==> src/rtl/mem_port_arbiter.sv <==
// Arbitrates one fixed-latency single-port memory between fetch and data ports.
// Optional stall performance counters are built when MEM_ARB_PERF_EN is defined.
module mem_port_arbiter #(
    parameter int LAT         = 2,
    parameter int MAX_DSTREAK = 4,
    parameter int AW          = 32
) (
    input  logic          clk,
    input  logic          rst,
    input  logic          if_req,
    input  logic [AW-1:0] if_addr,
    output logic [31:0]   if_rdata,
    output logic          if_ready,
    input  logic          dm_req,
    input  logic          dm_we,
    input  logic [AW-1:0] dm_addr,
    input  logic [31:0]   dm_wdata,
    output logic [31:0]   dm_rdata,
    output logic          dm_ready,
    output logic          mem_en,
    output logic          mem_we,
    output logic [AW-1:0] mem_addr,
    output logic [31:0]   mem_wdata,
    input  logic [31:0]   mem_rdata,
    output logic          stall_f,
    output logic          stall_m
`ifdef MEM_ARB_PERF_EN
    ,
    output logic [31:0]   perf_fstall,
    output logic [31:0]   perf_mstall
`endif
);

    typedef enum logic [1:0] {
        IDLE   = 2'd0,
        BUSY_I = 2'd1,
        BUSY_D = 2'd2
    } state_t;

    localparam logic [3:0] LAT_C  = 4'(LAT);
    localparam logic [3:0] MAXD_C = 4'(MAX_DSTREAK);

    state_t     r_state;
    logic [3:0] r_cnt;
    logic [3:0] r_streak;

    logic w_if_elig;
    logic w_dm_elig;
    logic w_grant_d;
    logic w_grant_i;

    // A port that is completing this cycle may not be re-granted on the next edge.
    assign w_if_elig = if_req & ~if_ready;
    assign w_dm_elig = dm_req & ~dm_ready;
    assign w_grant_d = w_dm_elig & (~w_if_elig | (r_streak != MAXD_C));
    assign w_grant_i = w_if_elig & ~w_grant_d;

    assign stall_f = if_req & ~if_ready;
    assign stall_m = dm_req & ~dm_ready;

    always_ff @(posedge clk or posedge rst) begin
        if (rst) begin
            r_state   <= IDLE;
            r_cnt     <= 4'd0;
            r_streak  <= 4'd0;
            mem_en    <= 1'b0;
            mem_we    <= 1'b0;
            mem_addr  <= '0;
            mem_wdata <= 32'd0;
            if_ready  <= 1'b0;
            dm_ready  <= 1'b0;
            if_rdata  <= 32'd0;
            dm_rdata  <= 32'd0;
        end else begin
            mem_en   <= 1'b0;
            if_ready <= 1'b0;
            dm_ready <= 1'b0;
            case (r_state)
                IDLE: begin
                    if (w_grant_d) begin
                        mem_en    <= 1'b1;
                        mem_we    <= dm_we;
                        mem_addr  <= dm_addr;
                        mem_wdata <= dm_wdata;
                        r_cnt     <= LAT_C;
                        r_state   <= BUSY_D;
                        // Streak only grows while fetch is actually waiting.
                        if (!if_req)
                            r_streak <= 4'd0;
                        else if (r_streak != MAXD_C)
                            r_streak <= r_streak + 4'd1;
                    end else if (w_grant_i) begin
                        mem_en   <= 1'b1;
                        mem_we   <= 1'b0;
                        mem_addr <= if_addr;
                        r_cnt    <= LAT_C;
                        r_state  <= BUSY_I;
                        r_streak <= 4'd0;
                    end
                end
                BUSY_I, BUSY_D: begin
                    r_cnt <= r_cnt - 4'd1;
                    if (r_cnt == 4'd1) begin
                        r_state <= IDLE;
                        if (r_state == BUSY_I) begin
                            if_rdata <= mem_rdata;
                            if_ready <= 1'b1;
                        end else begin
                            if (!mem_we)
                                dm_rdata <= mem_rdata;
                            dm_ready <= 1'b1;
                        end
                    end
                end
                default: r_state <= IDLE;
            endcase
        end
    end

`ifdef MEM_ARB_PERF_EN
    always_ff @(posedge clk or posedge rst) begin
        if (rst) begin
            perf_fstall <= 32'd0;
            perf_mstall <= 32'd0;
        end else begin
            if (stall_f)
                perf_fstall <= perf_fstall + 32'd1;
            if (stall_m)
                perf_mstall <= perf_mstall + 32'd1;
        end
    end
`else
    // Stall counters are not present in this build.
`endif

endmodule

==> config.mk <==
export PLATFORM = sky130hd
export DESIGN_NAME = mem_port_arbiter
export DESIGN_NICKNAME = d
export VERILOG_FILES = /design/src/rtl/mem_port_arbiter.sv
export SDC_FILE = /design/constraint.sdc
export NUM_CORES = 1
export LEC_CHECK = 0
export CAP_MARGIN = 20
export CORE_MARGIN = 3
export CORE_UTILIZATION = 45
export DETAILED_ROUTE_END_ITERATION = 10
export GPL_TIMING_DRIVEN = 0
export MAX_ROUTING_LAYER = met4
export PLACE_DENSITY = 0.82
export SLEW_MARGIN = 20
export SYNTH_ARGS = -nofsm -noshare
export SYNTH_HDL_FRONTEND = slang
export SYNTH_SLANG_ARGS = --single-unit
export TNS_END_PERCENT = 30
==> constraint.sdc <==
create_clock -name clk -period 6.8 [get_ports clk]
set_clock_uncertainty 0.15 [all_clocks]
set_input_delay 1.02 -clock clk [delete_from_list [all_inputs] [get_ports clk]]
set_output_delay 1.02 -clock clk [all_outputs]
set_load 0.005 [all_outputs]
==> metrics.md, run 1 <==
| Metric | Value |
|---|---|
| Critical Path Most Common Cell | `clkdlybuf4s50_1` |
| Worst slack, placed | `3.300 ns` |
| Most frequent cell after synthesis | `dfrtp_1` |
| Slew headroom | `61.47%` |
| Hold Path Stages | `1` |
| Number of inserted diodes | `0` |
| Asr flop ratio synth | `100.0%` |
| Pin count of the biggest net entering global routing | `79` |
| Syn-to-layout area delta | `60.35%` |
| Largest area contributor in the netlist | `dfrtp_1` |
| Max cap viols | `0` |
| Count of hold-fix buffers inserted at cts | `0` |
| Share of power burned in registers | `35.7%` |
| Synth unique cells | `40` |
| Met3 routed WL | `1696 um` |
| Clock buffer count from CTS | `17` |
| Leak | `3.987 nW` |
| Avg Inst Size Synth | `12.63 um2` |
| Reg2Reg Launch Point | `r_state[0]` |
| NumNets Final | `887` |
| CTS tree | `done` |
| Initial core utilization | `47.29%` |
| Final hold viol count | `0` |
| Internal power | `2.934 mW` |
| Critical Path Slowest Stage Cell | `clkdlybuf4s50_1` |
| Syn nets | `601` |
| Root Driver | `clkbuf_16` |
| Hold wc startpoint | `if_rdata[6]` |
| Logic pwr share | `41.6%` |
| Sw frac | `29.61%` |
| Fin worst setup slack | `3.288 ns` |
| Core area | `12310 um2` |
| Initial antenna violation count | `0` |
| Synthesized area | `5822 um2` |
| CP required | `5.63 ns` |
| Worst Tran Pin Value | `0.5779 ns` |
| Final instance count without filler cells | `928` |
| Simple-gate share of the synthesized area | `7.436%` |
| R2r setup slk | `4.41 ns` |
| Max clock buf depth | `2` |
| DP HPWL | `12530 um` |
| Worst Path Buf+Inv | `3` |
| Share of layout cells above drive strength 1 | `19.08%` |
| Clock share of power | `22.7%` |
| Vias in the first global route | `5045` |
| Synth Flop Type | `dfrtp_1` |
| DR WL met2 | `8548 um` |
| Synth Warn # | `0` |
| DIE WIDTH | `119.7 um` |
| Mux share of post-synthesis cell area | `19.08%` |
| Grt total ovfl | `0` |
| Reg2Reg Depth | `7` |
| Wirelength, routed | `16940 um` |
| Vias | `4685` |
| GPL Wtd Cong | `0.7657` |
| Post-synth EDFFs | `0` |
| Setup TNS | `0 ns` |
| Wl on met1 | `6311 um` |
| CP Max Fanout | `5` |
| Worst-path clk slew | `0.06 ns` |
| Class of the most critical setup path | `input pin to output port` |
| Post-route ant nets | `0` |
| Clock period minus worst slack | `3.512 ns` |
| Max Freq | `284.7 MHz` |
| Post-CTS sizing | `0` |
| Top Ports | `267` |
| Final setup violating endpoints | `0` |
| Worst Hold Class | `flop to flop` |
| Post-CTS Setup Repair Bufs | `0` |
| Worst setup EP type | `output port` |
| Compound-gate portion of the synthesized area | `7.651%` |
| Initial DRC count | `212` |
| Yosys top cell area share | `61.04%` |
| Critical R2R Capture | `dm_rdata[3]` |
| DR top layer | `met4` |
| RSZ-0062 raised after global routing | `no` |
| CTS H-tree lvls | `4` |
| Power per cell area | `446.5 nW/um2` |
| All-Layer GR Usage | `24.78%` |
| Vias per inst | `5.048` |
| Clock Latency Late Sink | `0.42 ns` |
| Yosys reg bits | `142` |
| Remaining DRCs | `0` |
| Synth Area in Adders | `1.504%` |
| Die area | `14340 um2` |
| Slowest stage delay, CP | `0.56 ns` |
| CP delay by family, top | `buffers and inverters` |
| Site row count | `40` |
| Sink Count | `142` |
| VDD IR max | `0.2623 mV` |
| Status | `finished clean` |
| Placed cell count | `896` |
| Dominant cells by area after synthesis | `dfrtp_1 (61%), mux2_2 (16%), a21oi_1 (5.5%)` |
| WHS Endpoint | `if_rdata[6]` |
| Sequential fraction of the synthesis area | `61.04%` |
| Largest family of logic cells by synthesized area | `multiplexers` |
| Xor/xnor share of the synthesized area | `0%` |
| Worst-path cell chain | `clkdlybuf4s50_1, nand2b_2, inv_2, clkdlybuf4s50_1` |
| P_sw | `1.234 mW` |
| WL per Instance | `18.26 um` |
| WP data arrival | `2.34 ns` |
| Util after Layout | `75.82%` |
| Cells after Synth | `461` |
| # port buffers | `266` |
| Drt pass-1 iters | `4` |
| Period Utilization, post-route | `51.65%` |
| Final Max Tran Viols | `0` |
| Worst setup SP type | `input pin` |
| Top cells by count, synth | `dfrtp_1 (142), mux2_2 (83), a21oi_1 (64), nand2_1 (42), nor2_1 (36)` |
| First-pass GRT wire length | `26650 um` |
| Die Y-Extent | `119.7 um` |
[state kept, by name (all words and copies together), names as in the netlist]
signal,cells
dm_rdata,32
if_rdata,32
mem_addr,32
mem_wdata,32
r_cnt,4
r_streak,4
r_state,2
dm_ready,1
if_ready,1
mem_en,1
mem_we,1
[worst max path at each step]
stage | to | slack, ns | depth (start not counted) | from
2_1_floorplan | dm_rdata[0] | 1.82 | 1 | rst
3_3_place_gp | if_rdata[14] | 0.07 | 2 | rst
3_5_place_dp | stall_f | 3.30 | 4 | if_req
4_1_cts | stall_f | 3.28 | 4 | if_req
5_1_grt | stall_f | 3.26 | 4 | if_req
6_report | stall_f | 3.29 | 4 | if_req
[layer usage]
metal / track usage (%) / up-vias
met2: 41.70 / 210
li1: - / 2160
met1: 26.68 / 2283
met5: - / -
met3: 9.991 / 32
met4: 8.590 / 0
[layout by cell type (no fill, tap or decap), drive strengths merged, types with 2 or more instances in the layout]
cell type        n
mux2            96
mux2i            3
nand3            4
clkinvlp         4
o21ai            5
a31oi            2
nor2            36
clkdlybuf4s50  266
o21bai           3
ha               7
bufinv           3
nor3             2
a21oi           64
clkinv           6
clkbuf          25
buf             19
nand2b           4
dfrtp          142
inv             12
nand2           43
[stage by stage]
step	power, mW	hold WS, ns	area (um2)
after CTS	4.207	0.3392	9335
after floorplan	2.138	0.3328	5822
after global placement	3.147	0.3189	8695
after detailed placement	3.230	0.3237	8730
final	4.168	0.3365	9335
after global routing	4.405	0.3676	9335
[power groups by stage]
stage	registers [mW]	logic, mW	clock network (mW)
after global routing	1.53	1.87	1.00
after floorplan	1.50	0.638	0
final	1.49	1.73	0.945
after detailed placement	1.49	1.74	0
after global placement	1.46	1.69	0
after CTS	1.49	1.76	0.959
[cell type report]
class	instances	area (um2)
flip-flops and latches	142	3553
multi-input cells	283	2077
fillers	813	2977
well taps	168	210.2
inverters	11	48.80
plain buffers	25	150.1
clock inverters	14	166.4
repair buffers	267	2690
clock buffers	18	439.2
[logic make-up (layout without fill, tap and decap cells)]
| kind of cell | after synthesis | count (layout) |
|---|---|---|
| buffers and inverters | 36 | 335 |
| multiplexers | 99 | 99 |
| flip-flops | 142 | 142 |
| AND/OR/NAND/NOR | 96 | 96 |
| adder cells (fa/ha/maj) | 7 | 7 |
| AO/OA/AOI/OAI | 81 | 81 |
No activity file was read; power rests on OpenSTA's default activity.
==> inputs of run 2 (changes only) <==
CORE_UTILIZATION = 42   (was 45)
PLACE_DENSITY = 0.77   (was 0.82)
clock period = 3.4 ns   (was 6.8 ns; I/O delays follow)
==> run 2 against run 1 <==
- first-iteration DRC count is 16% lower
- clock power grew 96%
- worst hold slack got worse by 0.022 ns
- routed wire length fell by 0.90%
- global-route usage shrank 2.1 points
- design area grew 0.52%
- die area up 6.8%
- via count decreased by 0.90%
- clock-buffer cell count rose by 5
- core utilization fell by 5.8 points
- combinational power rose by 99%
- sequential share of layout area fell by 0.20 points
- critical endpoint unchanged
==> metrics.md, run 2 (synthesis gave the netlist of run 1 again) <==
| Metric | Value |
|---|---|
| Worst Tran Pin Value | `0.5461 ns (was 0.5779 ns)` |
| Drt pass-1 iters | `4 (unchanged)` |
| Wirelength, routed | `16790 um (was 16940 um)` |
| Commonest cells after routing, fill and taps aside | `clkdlybuf4s50_1 (266), dfrtp_1 (142), mux2_2 (83) (unchanged)` |
| Count of hold-fix buffers inserted at cts | `0 (unchanged)` |
| Clock buffer count from CTS | `17 (unchanged)` |
| Die Y-Extent | `123.7 um (was 119.7 um)` |
| Final Max Tran Viols | `0 (unchanged)` |
| All-Layer GR Usage | `22.70% (was 24.78%)` |
| Root Driver | `clkbuf_16 (unchanged)` |
| DIE WIDTH | `123.7 um (was 119.7 um)` |
| CTS H-tree lvls | `4 (unchanged)` |
| CTS tree | `done (unchanged)` |
| Finished layout cell area | `9384 um2 (was 9335 um2)` |
| Share of layout cells above drive strength 1 | `19.13% (was 19.08%)` |
| WL per Instance | `17.88 um (was 18.26 um)` |
| Max cap viols | `0 (unchanged)` |
| Worst setup EP type | `output port (unchanged)` |
| CP Max Fanout | `5 (unchanged)` |
| Period Utilization, post-route | `71.66%` |
| Util after Layout | `70.03% (was 75.82%)` |
| Post-CTS Setup Repair Bufs | `0 (unchanged)` |
| Class of the most critical setup path | `input pin to output port (unchanged)` |
| DP HPWL | `12920 um (was 12530 um)` |
| Final hold viol count | `0 (unchanged)` |
| Site row count | `42 (was 40)` |
| Syn-to-layout area delta | `61.19% (was 60.35%)` |
| Worst setup SP type | `input pin (unchanged)` |
| # port buffers | `266 (unchanged)` |
| VDD IR max | `0.5449 mV (was 0.2623 mV)` |
| Leak | `4.008 nW (was 3.987 nW)` |
| Final setup violating endpoints | `0 (unchanged)` |
| Worst Hold Class | `input pin to async pin (was flop to flop)` |
| Max clock buf depth | `2 (unchanged)` |
| Initial antenna violation count | `0 (unchanged)` |
| Vias | `4643 (was 4685)` |
| Placed cell areas | `8788 um2 (was 8730 um2)` |
| Grt total ovfl | `0 (unchanged)` |
| Remaining DRCs | `0 (unchanged)` |
| Vias in the first global route | `5051 (was 5045)` |
| First-pass GRT wire length | `25720 um (was 26650 um)` |
| GPL Wtd Cong | `0.8007 (was 0.7657)` |
| Post-route ant nets | `0 (unchanged)` |
| Power Total | `8.272 mW (was 4.168 mW)` |
| Commonest non-fill, non-tap cell in the layout | `clkdlybuf4s50_1 (unchanged)` |
| Power per cell area | `881.6 nW/um2 (was 446.5 nW/um2)` |
| Die area | `15310 um2 (was 14340 um2)` |
| Max Freq | `410.4 MHz` |
| WP data arrival | `1.78 ns (was 2.34 ns)` |
| Vias per inst | `4.945 (was 5.048)` |
| CP required | `2.74 ns (was 5.63 ns)` |
| Top Ports | `267 (unchanged)` |
| Pin count of the biggest net entering global routing | `35 (was 79)` |
| Clock Latency Late Sink | `0.41 ns (was 0.42 ns)` |
| Core area | `13400 um2 (was 12310 um2)` |
| NumNets Final | `890 (was 887)` |
| Slew headroom | `63.35% (was 61.47%)` |
| Sink Count | `142 (unchanged)` |
| Status | `finished clean (unchanged)` |
| Initial core utilization | `43.45% (was 47.29%)` |
| Worst-path clk slew | `0.05 ns (was 0.06 ns)` |
| Number of inserted diodes | `0 (unchanged)` |
| RSZ-0062 raised after global routing | `no (unchanged)` |
| Clock period minus worst slack | `2.436 ns` |
| Post-CTS sizing | `0 (unchanged)` |
| Initial DRC count | `179 (was 212)` |
[run 2: worst paths after layout]
check,startpoint,endpoint,slack [ns],cells after the start
min in group clk,mem_wdata[17],mem_wdata[17],0.34,1
worst max-delay path,if_req,stall_f,0.96,4
worst max register to register,r_state[0],dm_rdata[10],1.00,7
worst min register to register,mem_wdata[17],mem_wdata[17],0.34,1
worst min-delay path,rst,mem_addr[26],0.31,2
max in group asynchronous,rst,mem_wdata[3],2.03,4
[run 2: worst max-delay path, cell delays in order]
cell and delay, ns:
clkdlybuf4s50_1 0.54, nand2b_2 0.12, inv_2 0.09, clkdlybuf4s50_1 0.52
[run 2: stage by stage]
stage	worst slack (ns)	instances	setup TNS, ns	hold WS, ns
after floorplan	0.9629	461	0	0.3328
after global placement	-0.1894	903	-25.79	0.3160
after detailed placement	0.8890	907	0	0.3368
after CTS	0.9627	939	0	0.3140
after global routing	0.8165	939	0	0.3371
final	0.9635	939	0	0.3144
[run 2: where the power goes]
part	total (mW)	switching (mW)	internal (mW)	leakage, nW
combinational	3.44	1.26	2.19	2.00
sequential	2.98	0.467	2.51	1.71
clock	1.85	0.689	1.16	0.290
[run 2: layout make-up]
cell class | instances | area [um2]
Fill cell | 976 | 4016
Sequential cell | 142 | 3553
Tap cell | 176 | 220.2
Clock inverter | 9 | 107.6
Clock buffer | 23 | 488.0
Timing Repair Buffer | 270 | 2743
Inverter | 11 | 45.04
Buffer | 25 | 150.1
Multi-Input combinational cell | 283 | 2077
[run 2: layer usage]
layer,wire [um],vias up,global-route usage (%)
met5,0,-,-
met4,301,0,7.751
met3,1839,24,9.219
met2,8420,206,38.63
met1,6228,2248,23.93
li1,-,2165,-
==> inputs of run 3 (changes only) <==
clock period = 2.39 ns   (was 3.4 ns; I/O delays follow)
==> run 3 against run 2 <==
- register-to-register slack lost 0.81 ns
- total power up 42%
- global-route usage unchanged
- critical path depth is 3 higher
- core utilization hardly changed
- clock-buffer cell count unchanged
- die area unchanged
==> metrics.md, run 3 (synthesis gave the netlist of run 1 again) <==
| Metric | Value |
|---|---|
| All-Layer GR Usage | `22.70% (unchanged)` |
| DP HPWL | `12920 um (unchanged)` |
| Power Total | `11.78 mW (was 8.272 mW)` |
| Worst Tran Pin Value | `0.4696 ns (was 0.5461 ns)` |
| Status | `finished clean (unchanged)` |
| GPL Wtd Cong | `0.8007 (unchanged)` |
| Post-route ant nets | `0 (unchanged)` |
| Remaining DRCs | `0 (unchanged)` |
| Clock Latency Late Sink | `0.41 ns (about the same)` |
| Drt pass-1 iters | `4 (unchanged)` |
| Top Ports | `267 (unchanged)` |
| CP required | `2.53 ns (was 2.74 ns)` |
| Syn-to-layout area delta | `61.23% (was 61.19%)` |
| Final Max Tran Viols | `0 (unchanged)` |
| Vias in the first global route | `5050 (was 5051)` |
| Multi-input logic area | `2083 um2 (was 2077 um2)` |
| Vias per inst | `4.988 (was 4.945)` |
| Worst setup SP type | `flop (was input pin)` |
| # port buffers | `266 (unchanged)` |
| Slew headroom | `68.69% (was 63.35%)` |
| Period Utilization, post-route | `91.87%` |
| Class of the most critical setup path | `flop to flop (was input pin to output port)` |
| Die Y-Extent | `123.7 um (unchanged)` |
| Max clock buf depth | `2 (unchanged)` |
| Sink Count | `142 (unchanged)` |
| Fin worst setup slack | `0.1943 ns (was 0.9635 ns)` |
| NumNets Final | `889 (was 890)` |
| Number of inserted diodes | `0 (unchanged)` |
| Worst slack, placed | `-0.01857 ns (was 0.8890 ns)` |
| CTS tree | `done (unchanged)` |
| Power per cell area | `1255 nW/um2 (was 881.6 nW/um2)` |
| Fillers | `972 (was 976)` |
| Initial core utilization | `43.45% (unchanged)` |
| Worst setup EP type | `flop (was output port)` |
| Hold slack | `0.1627 ns (was 0.3144 ns)` |
| CP Max Fanout | `10 (was 5)` |
| Initial antenna violation count | `0 (unchanged)` |
| Clock period minus worst slack | `2.196 ns` |
| Vias | `4679 (was 4643)` |
| WL per Instance | `17.90 um (was 17.88 um)` |
| VDD IR max | `0.7752 mV (was 0.5449 mV)` |
| Final setup violating endpoints | `0 (unchanged)` |
| Commonest cells after routing, fill and taps aside | `clkdlybuf4s50_1 (266), dfrtp_1 (142), mux2_2 (83) (unchanged)` |
| Max cap viols | `0 (unchanged)` |
| WP data arrival | `2.34 ns (was 1.78 ns)` |
| DIE WIDTH | `123.7 um (unchanged)` |
| Leak | `4.006 nW (was 4.008 nW)` |
| Commonest non-fill, non-tap cell in the layout | `clkdlybuf4s50_1 (unchanged)` |
| RSZ-0062 raised after global routing | `no (unchanged)` |
| Share of layout cells above drive strength 1 | `19.42% (was 19.13%)` |
| Die area | `15310 um2 (unchanged)` |
| Max Freq | `455.4 MHz` |
| Wirelength, routed | `16790 um (about the same)` |
| First-pass GRT wire length | `25720 um (about the same)` |
| Site row count | `42 (unchanged)` |
| Util after Layout | `70.05% (was 70.03%)` |
| Clock buffer count from CTS | `17 (unchanged)` |
| Reg area | `3553 um2 (unchanged)` |
| Pin count of the biggest net entering global routing | `35 (unchanged)` |
| Count of hold-fix buffers inserted at cts | `0 (unchanged)` |
| Core area | `13400 um2 (unchanged)` |
| Worst-path clk slew | `0.06 ns (was 0.05 ns)` |
| Final hold viol count | `0 (unchanged)` |
| Grt total ovfl | `0 (unchanged)` |
| Root Driver | `clkbuf_16 (unchanged)` |
| CTS H-tree lvls | `4 (unchanged)` |
| Worst Hold Class | `input pin to async pin (unchanged)` |
| Initial DRC count | `196 (was 179)` |
[run 3: cell types whose count changed in the layout (fill, tap and decap cells not counted), sizes merged]
cell	change
clkbuf	-1
[run 3: layer usage]
| metal | wire, um | GRT usage (%) | vias to the layer above |
|---|---|---|---|
| li1 | - | - | 2165 |
| met1 | 6156 | 23.93 | 2273 |
| met2 | 8428 | 38.63 | 214 |
| met3 | 1877 | 9.219 | 27 |
| met4 | 325 | 7.751 | 0 |
| met5 | 0 | - | - |
[run 3: cell type report]
type / count / share of cell area [%]
plain buffers: 24 / 1.560
clock buffers: 23 / 5.199
clock inverters: 9 / 1.146
inverters: 11 / 0.4799
multi-input cells: 283 / 22.19
flip-flops and latches: 142 / 37.86
well taps: 176 / 2.346
repair buffers: 270 / 29.22
[run 3: worst paths after layout]
kind                                from             to  slack, ns  cells past startpoint
min reg2reg                mem_wdata[17]  mem_wdata[17]       0.34                      1
max                             r_cnt[1]   if_rdata[29]       0.19                      7
max reg2reg                     r_cnt[1]   if_rdata[29]       0.19                      7
max in group asynchronous            rst   mem_wdata[3]       1.18                      4
min                                  rst   mem_addr[26]       0.16                      2
min in group clk              if_addr[3]    mem_addr[3]       0.34                      3
[run 3: stage by stage]
step | area (um2) | setup TNS, ns | std cells
after floorplan | 5826 | 0 | 461
after global placement | 8708 | -147.70 | 903
after global routing | 9387 | 0 | 938
final | 9387 | 0 | 938
after CTS | 9380 | 0 | 938
after detailed placement | 8788 | -0.03050 | 907
[run 3: timing repair]
item | in CTS | in global routing
resized for setup | 0 | 2
buffers inserted | 0 | 0
endpoints found under the setup margin | 29 | 19
[run 3: report_power, final]
| group | internal (mW) | switching [mW] | leakage [nW] |
|---|---|---|---|
| registers | 3.58 | 0.666 | 1.71 |
| logic | 3.12 | 1.79 | 2.00 |
| clock network | 1.65 | 0.981 | 0.290 |
[run 3: worst max-delay path, cell delays in order (launching register included)]
cell,delay (ns)
dfrtp_1,0.40
inv_1,0.09
ha_1,0.13
nor3b_2,0.25
and2_1,0.17
clkbuf_1,0.25
buf_4,0.26
mux2_2,0.37
